[src/rtl/seq_mul_sel_if.sv]
// Operand, control and result bundle for the sequential multiply-and-select block.
// The master side supplies operands and control. The slave side returns status and the product.
interface seq_mul_sel_if #(
  parameter int WIDTH = 4
);
  logic [WIDTH-1:0]   a;
  logic [WIDTH-1:0]   b;
  logic [WIDTH-1:0]   c;
  logic [WIDTH-1:0]   d;
  logic               sel;
  logic               en_n;
  logic               start;
  logic               busy;
  logic               done;
  logic [2*WIDTH-1:0] y;

  modport master (
    output a, b, c, d, sel, en_n, start,
    input  busy, done, y
  );

  modport slave (
    input  a, b, c, d, sel, en_n, start,
    output busy, done, y
  );
endinterface

[src/rtl/seq_mul_sel.sv]
// Shift-add unsigned multiplier that computes A*B or C*D, selected by sel when start is accepted.
// It runs WIDTH iterations per product. The result is held until the next completed multiply.
//
// state | meaning
// IDLE  | waiting for start with en_n low; operands are latched on acceptance
// RUN   | one shift-add iteration per clock; en_n high aborts without an update
// DONE  | single-cycle done pulse after the product register is loaded
module seq_mul_sel #(
  parameter int WIDTH = 4
) (
  input  logic          clk,
  input  logic          rst_n,
  seq_mul_sel_if.slave  bus
);
  localparam int PW = 2 * WIDTH;
  localparam int CW = $clog2(WIDTH + 1);
  localparam logic [CW-1:0] CNT_LAST = CW'(WIDTH - 1);

  typedef enum logic [1:0] {
    IDLE = 2'd0,
    RUN  = 2'd1,
    DONE = 2'd2
  } state_t;

  state_t           state, state_nxt;
  logic [PW-1:0]    mcand, mcand_nxt;
  logic [WIDTH-1:0] mplier, mplier_nxt;
  logic [PW-1:0]    acc, acc_nxt;
  logic [PW-1:0]    acc_sum;
  logic [CW-1:0]    cnt, cnt_nxt;
  logic [PW-1:0]    prod, prod_nxt;

  always_ff @(posedge clk or negedge rst_n) begin
    if (!rst_n) begin
      state  <= IDLE;
      mcand  <= '0;
      mplier <= '0;
      acc    <= '0;
      cnt    <= '0;
      prod   <= '0;
    end else begin
      state  <= state_nxt;
      mcand  <= mcand_nxt;
      mplier <= mplier_nxt;
      acc    <= acc_nxt;
      cnt    <= cnt_nxt;
      prod   <= prod_nxt;
    end
  end

  always_comb begin
    state_nxt  = state;
    mcand_nxt  = mcand;
    mplier_nxt = mplier;
    acc_nxt    = acc;
    cnt_nxt    = cnt;
    prod_nxt   = prod;
    acc_sum    = acc + (mplier[0] ? mcand : '0);

    unique case (state)
      IDLE: begin
        if (bus.start && !bus.en_n) begin
          mcand_nxt  = {{WIDTH{1'b0}}, (bus.sel ? bus.c : bus.a)};
          mplier_nxt = bus.sel ? bus.d : bus.b;
          acc_nxt    = '0;
          cnt_nxt    = '0;
          state_nxt  = RUN;
        end
      end
      RUN: begin
        // An abort leaves the datapath frozen; the next accepted start reloads it anyway.
        if (bus.en_n) begin
          state_nxt = IDLE;
        end else begin
          acc_nxt    = acc_sum;
          mcand_nxt  = mcand << 1;
          mplier_nxt = mplier >> 1;
          cnt_nxt    = cnt + CW'(1);
          if (cnt == CNT_LAST) begin
            prod_nxt  = acc_sum;
            state_nxt = DONE;
          end
        end
      end
      DONE: begin
        state_nxt = IDLE;
      end
      default: begin
        state_nxt = IDLE;
      end
    endcase
  end

  assign bus.busy = (state == RUN);
  assign bus.done = (state == DONE);
  assign bus.y    = bus.en_n ? '0 : prod;

endmodule

[src/flat_wrapper.sv]
// flat-port wrapper written by rule: the top's interface ports become plain ports
module seq_mul_sel_flat 
#(
  parameter int WIDTH = 4
)
  (clk, rst_n, bus_a, bus_b, bus_c, bus_d, bus_sel, bus_en_n, bus_start, bus_busy, bus_done, bus_y);
  seq_mul_sel_if #(.WIDTH(WIDTH)) bus_i ();
  input  logic clk;
  input  logic rst_n;
  input wire logic [$bits(bus_i.a)-1:0] bus_a;
  input wire logic [$bits(bus_i.b)-1:0] bus_b;
  input wire logic [$bits(bus_i.c)-1:0] bus_c;
  input wire logic [$bits(bus_i.d)-1:0] bus_d;
  input wire logic [$bits(bus_i.sel)-1:0] bus_sel;
  input wire logic [$bits(bus_i.en_n)-1:0] bus_en_n;
  input wire logic [$bits(bus_i.start)-1:0] bus_start;
  output wire logic [$bits(bus_i.busy)-1:0] bus_busy;
  output wire logic [$bits(bus_i.done)-1:0] bus_done;
  output wire logic [$bits(bus_i.y)-1:0] bus_y;
  assign bus_i.a = bus_a;
  assign bus_i.b = bus_b;
  assign bus_i.c = bus_c;
  assign bus_i.d = bus_d;
  assign bus_i.sel = bus_sel;
  assign bus_i.en_n = bus_en_n;
  assign bus_i.start = bus_start;
  assign bus_busy = bus_i.busy;
  assign bus_done = bus_i.done;
  assign bus_y = bus_i.y;
  seq_mul_sel #(.WIDTH(WIDTH)) u_core (.clk(clk), .rst_n(rst_n), .bus(bus_i));
endmodule
[config.mk]
export PLATFORM = sky130hd
export DESIGN_NAME = seq_mul_sel_flat
export DESIGN_NICKNAME = d
export VERILOG_FILES = /design/src/rtl/seq_mul_sel_if.sv /design/src/rtl/seq_mul_sel.sv /design/src/flat_wrapper.sv
export SDC_FILE = /design/constraint.sdc
export NUM_CORES = 1
export LEC_CHECK = 0
export CORE_ASPECT_RATIO = 1.2
export CORE_MARGIN = 2
export CORE_UTILIZATION = 56
export DETAILED_ROUTE_END_ITERATION = 10
export GPL_ROUTABILITY_DRIVEN = 0
export PLACE_DENSITY_LB_ADDON = 0.15
export SYNTH_ARGS = -nofsm -noshare
export SYNTH_HDL_FRONTEND = slang
export SYNTH_SLANG_ARGS = --single-unit
[constraint.sdc]
create_clock -name clk -period 3.6 [get_ports clk]
set_input_delay 0.72 -clock clk [delete_from_list [all_inputs] [get_ports clk]]
set_output_delay 0.72 -clock clk [all_outputs]
set_load 0.1 [all_outputs]
Word-level counts from Yosys, hierarchy flattened --
Index checks and enable logic that the tools add are counted.
Operators by class: $add $sub $neg 2, multiply operators 0, divide/modulo/power cells 0, order comparisons 0, equality and inequality tests 6, shifts and indexed selects 0, mux-type cells 20, bitwise operators 1, reduce and logical (&&, ||, !) cells 7
Operator list (count):
- 8-bit 2-to-1 mux | 6
- 8-bit one-hot mux with 2 select lines | 2
- 4-bit 2-to-1 mux | 4
- 8-bit adder | 1
- 4-bit one-hot mux with 2 select lines | 1
- 2-bit 2-to-1 mux | 3
- 3-bit 2-to-1 mux | 2
- 3-bit one-hot mux with 2 select lines | 1
- 3-bit AND reduction | 2
- 2-bit one-hot mux with 2 select lines | 1
- 3-bit by 1-bit adder with 3-bit output, second input constant | 1
- 3-bit by 2-bit equality test with 1-bit output, second input constant | 1
- 3-bit by 2-bit inequality test with 1-bit output, second input constant | 1
- 2-bit by 1-bit equality test with 1-bit output, second input constant | 1
- 2-bit equality test, second input constant | 1
- 2-bit zero test | 1
- 2-bit by 1-bit inequality test with 1-bit output, second input constant | 1
- 2-bit inequality test, second input constant | 1
- 2-bit AND reduction | 1
- 2-bit nonzero test | 1
- 1-bit logical AND | 1
- 1-bit zero test | 1
- 1-bit NOT | 1
Storage, ports and cells: bits in registers 33, bits in latches 0, RAM bits 0, ROM bits 0, input port bits 21, output and inout port bits 10, word-level logic and storage cells 42, memories kept 0

Longest topological paths before layout --
Gate-level depths: netlist (run 1).
depth in word-level cells 4, mapped depth 9, depth with buffers taken out 9

Worst setup path before layout (run 1) --
Ideal clock, no wire load.
path kind input-to-output, start point input bus_en_n, end point output bus_y[0], arrival time 2.247 ns, required time 2.880 ns, setup slack 0.633 ns, stages 2, buffers on the path 1, path through clkbuf_1 nor2b_1
Between the ends: word-level cells in the longest chain between the ends 1
Ends and longest elaborated chain:
- start: declaration | line flat_wrapper.sv:15 | input wire logic [$bits(bus_i.en_n)-1:0] bus_en_n;
- 8-bit 2-to-1 mux | line seq_mul_sel.sv:96 | assign bus.y = bus.en_n ? '0 : prod;
- end: declaration | line flat_wrapper.sv:19 | output wire logic [$bits(bus_i.y)-1:0] bus_y;
No other way between the ends.

Worst setup path after layout (run 1) --
start point input bus_en_n, end point output bus_y[7]
The elaborated chain is that of the path after synthesis.

==> key figures, run 1 <==
STA
  • Slew @ Worst Pin: 0.711 ns
  • Final worst setup slack: 1.04 ns
  • Count of final setup violators: 0
  • Fmax: 390 MHz
  • Post-Route Setup TNS: 0 ns
  • RSZ-0062 raised after global routing: no
  • Final period util: 0.712
  • Final Max Slew Viols: 0
  • Worst Skew: 0.00712 ns
  • Fin. Hold Viols: 0
  • Relative slew slack: 0.526
  • Tmin final: 2.56 ns
  • Hold Slack: 0.476 ns

GRT
  • GR met1 Demand/Resource: 0.228
  • Largest net degree at the start of global routing: 37
  • Met2 Track Usage GR: 0.379
  • Gr ovfl total: 0
  • Top Usage Layer GRT: met2
  • Gr usage total: 0.211
  • First-pass GRT wire length: 5.89 mm
  • Number of global-route vias before repair: 1438
  • Initial antenna violation count: 0
  • Met3 Use GR: 0.0587

Setup path
  • Worst EP required: 2.88 ns
  • Worst Path Arrival: 1.84 ns
  • Crit. End Element: primary output
  • Crit Path Max Fanout: 12
  • Crit start category: input port
  • Classification of the worst setup path: input port to primary output
  • CP startpoint: bus_en_n
  • R2R Path Start: u_core.state[1]

Clocking
  • Clk Latency, worst-skew pair: 0.34 ns
  • Clk sink count: 33
  • Max clock buf depth: 2
  • Clock Pin Slew Worst Setup and Hold Paths: 0.09 ns
  • Inserted Clock Buffers: 5
  • Root Driver: clkbuf_4
  • Post-CTS Setup Inserts: 0
  • CTS Hold Buffers Added: 0
  • CTS tree: done
  • CTS resizes: 0
  • CTS H-tree depth: 2

Min path
  • Hold_sp: u_core.prod[7]
  • Min-Delay Path Class: register to register

Synthesis
  • Share of the synthesized area in the top cell type: 0.462
  • Netlist cell types: 31
  • Post-synth top flop: dfrtp_1
  • Syn nets: 219
  • Synth Instances: 188
  • Yosys warning total: 0
  • Register bit count reported by yosys: 33
  • Post-synthesis cell area: 1790 µm²
  • Top cells by count, synth: dfrtp_1 (33), nand2_1 (33), o21ai_0 (22)
  • Number of synthesized flops with an enable pin: 0
  • Seq/Total Area, Yosys: 0.462
  • Yosys top cell by area: dfrtp_1
  • Async S/R FF share, synth: 1.00
  • Main area contributors after synthesis: dfrtp_1 (46%), nand2_1 (6.9%), ha_1 (6.3%), o21ai_0 (6.2%), mux2i_1 (5.0%)
  • Syn_area_per_cell: 9.51 µm²

Placement
  • IO buf count: 30
  • Dpl hpwl: 2.48 mm
  • Pre-CTS setup slack: 0.975 ns

Power and ir drop
  • Switching power share of the total: 0.324
  • Post-route total power: 0.848 mW
  • Power Internal: 0.573 mW
  • Clock power frac: 0.239
  • Comb pwr share: 0.241
  • Max VDD drop: 294 µV
  • Sequential share of power: 0.520
  • Psw: 0.275 mW
  • Pleak: 1.01 nW
  • PD cells: 395 nW/µm²

Final layout
  • Ant. Diodes: 0
  • Fraction of layout cells with a size suffix above 1: 0.114
  • Final Util: 0.702
  • Final nets: 250
  • Area grow syn2layout: 19.9%
  • Filler cells: 242

Die
  • Initial Util: 0.585
  • Num rows: 22
  • Total core area: 3060 µm²
  • Die area: 3660 µm²
  • Die width: 55.6 µm
  • IO Count: 31
  • Die Span Y: 65.9 µm

Drt
  • First DRT Iteration DRCs: 37
  • DR pass1 iterations: 4
  • Total wire length: 3.35 mm
  • Final ANT Viol Nets: 0
  • DR vias/cell: 5.36
  • Remaining DRCs: 0
  • Vias: 1372
  • Routed length per instance: 13.1 µm

Outcome
  • Outcome: finished, final reports clean

Job
  • Total of max-cap violations: 0
## final timing paths
path,end,slack [ns],cells past startpoint
max,bus_y[7],1.04,3
min,u_core.prod[7],0.48,2
max reg2reg,u_core.prod[4],1.35,5
min reg2reg,u_core.prod[7],0.48,2
max in group asynchronous,u_core.mcand[4],2.54,2
min in group asynchronous,u_core.prod[1],0.77,2
## cell usage in the layout, fill, tap and decap left out, types with 4 or more instances in the layout
cell / count
o31ai_1: 4
dfrtp_1: 33
mux2_2: 4
inv_1: 6
nor2_1: 10
a21oi_1: 10
nor2b_1: 9
clkdlybuf4s50_1: 20
nand2_1: 33
mux2i_1: 9
and2_1: 6
clkbuf_4: 5
o21ai_0: 22
a22o_1: 4
buf_4: 12
ha_1: 9
## flip-flops by register name, indices dropped and copies added, names as in the netlist
signal / count
u_core.acc: 8
u_core.mcand: 8
u_core.prod: 8
u_core.mplier: 4
u_core.cnt: 3
u_core.state: 2
## per-layer routing
metal | up-vias | routed length, µm
met1 | 635 | 1440
met3 | 5 | 169
li1 | 699 | -
met2 | 33 | 1680
met5 | - | 0
met4 | 0 | 57
## area by class of cell
| cell class | instances | area, µm² | area share |
|---|---|---|---|
| Multi-Input combinational cell | 141 | 908 | 0.424 |
| Sequential cell | 33 | 826 | 0.385 |
| Timing Repair Buffer | 32 | 290 | 0.135 |
| Clock buffer | 7 | 45.0 | 0.0210 |
| Tap cell | 36 | 45.0 | 0.0210 |
| Inverter | 6 | 22.5 | 0.0105 |
| Clock inverter | 1 | 7.51 | 0.00350 |
## cell families after synthesis
group	count (synthesis)	share of synthesized area
AO/OA/AOI/OAI	49	0.163
flip-flops	33	0.462
adder cells (fa/ha/maj)	10	0.0742
XOR/XNOR	5	0.0245
buffers and inverters	14	0.0322
AND/OR/NAND/NOR	64	0.169
multiplexers	13	0.0756
## through the flow
| step | std cells | area (µm²) |
|---|---|---|
| floorplan | 188 | 1790 |
| global placement | 248 | 2090 |
| detailed placement | 248 | 2090 |
| CTS | 256 | 2140 |
| global route | 256 | 2140 |
| finish | 256 | 2140 |
## critical path, stage by stage
cell,delay (ns)
clkdlybuf4s50_1,0.61
nor2b_1,0.20
buf_4,0.30
## power by group through the flow
stage	Combinational [mW]	Sequential [mW]	Clock [mW]
3_3_place_gp	0.200	0.446	0
3_5_place_dp	0.206	0.449	0
5_1_grt	0.228	0.447	0.223
2_1_floorplan	0.148	0.438	0
4_1_cts	0.207	0.441	0.206
6_report	0.205	0.441	0.202
Power figures use the tool's default switching activity.
==> run 2: changes to the inputs <==
- CORE_UTILIZATION: 56 -> 47
- clock period: 3.6 -> 2.3 ns (I/O delays scaled with it)
==> run 2 against run 1 <==
First-iteration DRC count shrank 16%. Critical endpoint is now u_core.prod[6]. Count of clock-buffer cells in the layout is the same. Sequential cell count unchanged. Register-to-register slack got worse by 1.2 ns. Combinational power is 74% higher. Critical path depth grew 6.
==> key figures, run 2 (synthesized netlist as in run 1, its figures left out) <==
GRT
  • Gr usage total: 0.193 (was 0.211)
  • Number of global-route vias before repair: 1384 (was 1438)
  • First-pass GRT wire length: 6.19 mm (was 5.89 mm)
  • GR met1 Demand/Resource: 0.227 (was 0.228)
  • Gr ovfl total: 0 (unchanged)
  • Met2 Track Usage GR: 0.327 (was 0.379)
  • Met3 Use GR: 0.0596 (was 0.0587)
  • Top Usage Layer GRT: met2 (unchanged)
  • Initial antenna violation count: 0 (unchanged)
  • Largest net degree at the start of global routing: 37 (unchanged)

Setup path
  • CP max stage delay: 0.44 ns (was 0.61 ns)
  • Critical Path End: u_core.prod[6] (was bus_y[7])
  • Crit Path Max Fanout: 9 (was 12)
  • Worst EP required: 2.49 ns (was 2.88 ns)
  • Crit. End Element: register (was primary output)
  • Reg-to-reg endpoint: u_core.prod[6] (was u_core.prod[4])
  • Cell Chain, Critical Path: and2_1 > ha_1 > inv_1 > fa_1 > nor2b_4 > o31a_1 > o21a_1 > o21a_1 > o31ai_1 (was clkdlybuf4s50_1 > nor2b_1 > buf_4)
  • Worst Path Arrival: 2.34 ns (was 1.84 ns)
  • CP startpoint: u_core.mplier[0] (was bus_en_n)
  • Reg2reg setup slack: 0.15 ns (was 1.35 ns)
  • Classification of the worst setup path: register to register (was input port to primary output)
  • R2R Path Start: u_core.mplier[0] (was u_core.state[1])
  • Crit path top cell by count: o21a_1
  • Slowest CP cell: dfrtp_1 (was clkdlybuf4s50_1)
  • Worst-case reg-to-reg path depth: 9 (was 5)
  • Crit start category: register (was input port)

STA
  • Hold Slack: 0.474 ns (was 0.476 ns)
  • Relative slew slack: 0.688 (was 0.526)
  • Post-Route Setup TNS: 0 ns (unchanged)
  • Final period util: 0.934
  • Final Max Slew Viols: 0 (unchanged)
  • Worst Skew: 0.00413 ns (was 0.00712 ns)
  • Final worst setup slack: 0.151 ns (was 1.04 ns)
  • RSZ-0062 raised after global routing: no (unchanged)
  • Tmin final: 2.15 ns
  • Fmax: 465 MHz
  • Count of final setup violators: 0 (unchanged)
  • Slew @ Worst Pin: 0.466 ns (was 0.711 ns)
  • Fin. Hold Viols: 0 (unchanged)

Die
  • Die area: 4320 µm² (was 3660 µm²)
  • Total core area: 3630 µm² (was 3060 µm²)
  • IO Count: 31 (unchanged)
  • Initial Util: 0.492 (was 0.585)
  • Die Span Y: 71.6 µm (was 65.9 µm)
  • Num rows: 24 (was 22)
  • Die width: 60.3 µm (was 55.6 µm)

Power and ir drop
  • Post-route total power: 1.48 mW (was 0.848 mW)
  • Pleak: 1.07 nW (was 1.01 nW)
  • Max VDD drop: 342 µV (was 294 µV)
  • Clock power frac: 0.292 (was 0.239)
  • Psw: 0.437 mW (was 0.275 mW)
  • Sequential share of power: 0.467 (was 0.520)
  • Power Internal: 1.04 mW (was 0.573 mW)
  • Comb pwr share: 0.241 (about the same)
  • Switching power share of the total: 0.296 (was 0.324)
  • PD cells: 631 nW/µm² (was 395 nW/µm²)

Drt
  • First DRT Iteration DRCs: 31 (was 37)
  • Vias: 1425 (was 1372)
  • Final ANT Viol Nets: 0 (unchanged)
  • Remaining DRCs: 0 (unchanged)
  • DR vias/cell: 5.22 (was 5.36)
  • Routed length per instance: 13.3 µm (was 13.1 µm)
  • DR pass1 iterations: 4 (unchanged)
  • Total wire length: 3.62 mm (was 3.35 mm)

Clocking
  • Max clock buf depth: 2 (unchanged)
  • CTS H-tree depth: 2 (unchanged)
  • CTS Hold Buffers Added: 0 (unchanged)
  • Post-CTS Setup Inserts: 0 (unchanged)
  • Root Driver: clkbuf_8 (was clkbuf_4)
  • CTS tree: done (unchanged)
  • Clk sink count: 33 (unchanged)
  • CTS resizes: 0 (unchanged)
  • Inserted Clock Buffers: 5 (unchanged)
  • Clk Latency, worst-skew pair: 0.28 ns (was 0.34 ns)
  • Clock Pin Slew Worst Setup and Hold Paths: 0.06 ns (was 0.09 ns)

Final layout
  • Filler cells: 303 (was 242)
  • Most frequent cells in the layout: nand2_1 (33), dfrtp_1 (33), o21ai_0 (22) (unchanged)
  • Ant. Diodes: 0 (unchanged)
  • Fraction of layout cells with a size suffix above 1: 0.122 (was 0.114)
  • Area grow syn2layout: 30.8% (was 19.9%)
  • Multi-input logic area: 908 µm² (unchanged)
  • Final nets: 252 (was 250)
  • Biggest regs: u_core.acc x8, u_core.mcand x8, u_core.prod x8 (unchanged)
  • Post-Layout Cell Count: 273 (was 256)
  • Reg area: 826 µm² (unchanged)

Placement
  • IO buf count: 30 (unchanged)
  • Dpl hpwl: 2.77 mm (was 2.48 mm)
  • Pre-CTS setup slack: 0.156 ns (was 0.975 ns)
  • Inst Count DP: 266 (was 248)

Min path
  • Min-Delay Path Class: register to register (unchanged)

Outcome
  • Outcome: finished, final reports clean (unchanged)

Job
  • Total of max-cap violations: 0 (unchanged)
-- run 2: metal layers --
metal	share of wire	wire, µm	vias up
met3	0.049	179	9
met4	0.020	72	0
met5	0	0	-
li1	-	-	703
met2	0.51	1840	37
met1	0.42	1530	676
-- run 2: how the worst min path moves through the flow --
| stage | start | end | slack, ns | cells after the start |
|---|---|---|---|---|
| after CTS | u_core.state[1] | u_core.state[0] | 0.48 | 1 |
| after global placement | u_core.state[1] | u_core.state[0] | 0.46 | 1 |
| after detailed placement | u_core.state[1] | u_core.state[0] | 0.47 | 1 |
| after global routing | u_core.prod[7] | u_core.prod[7] | 0.50 | 2 |
| final | u_core.state[1] | u_core.state[0] | 0.47 | 1 |
| after floorplan | rst_n | u_core.acc[0] | 0.16 | 0 |
-- run 2: cell type report --
cell class / instances / share of cell area
Clock buffer: 7 / 0.0369
Sequential cell: 33 / 0.353
Multi-Input combinational cell: 141 / 0.388
Timing Repair Buffer: 34 / 0.184
Tap cell: 52 / 0.0278
Inverter: 6 / 0.00963
-- run 2: critical path: cells and delay by family (launching register included) --
kind | cells | cell delay, ns
AOI/OAI and AO/OA | 4 | 0.87
adders and majority gates | 2 | 0.46
buffers and inverters | 1 | 0.08
DFF | 1 | 0.44
and+or+nand+nor | 2 | 0.23
-- run 2: power by group through the flow --
| stage | clock (mW) | combinational (mW) | sequential [mW] |
|---|---|---|---|
| floorplan | 0 | 0.231 | 0.685 |
| global placement | 0 | 0.347 | 0.697 |
| detailed placement | 0 | 0.358 | 0.701 |
| CTS | 0.445 | 0.359 | 0.689 |
| global route | 0.479 | 0.390 | 0.699 |
| finish | 0.432 | 0.356 | 0.689 |
-- run 2: metrics by stage --
stage,utilization,cell area [µm²]
5_1_grt,0.644,2340
6_report,0.644,2340
2_1_floorplan,-,1790
3_3_place_gp,0.620,2250
3_5_place_dp,0.620,2250
4_1_cts,0.644,2340
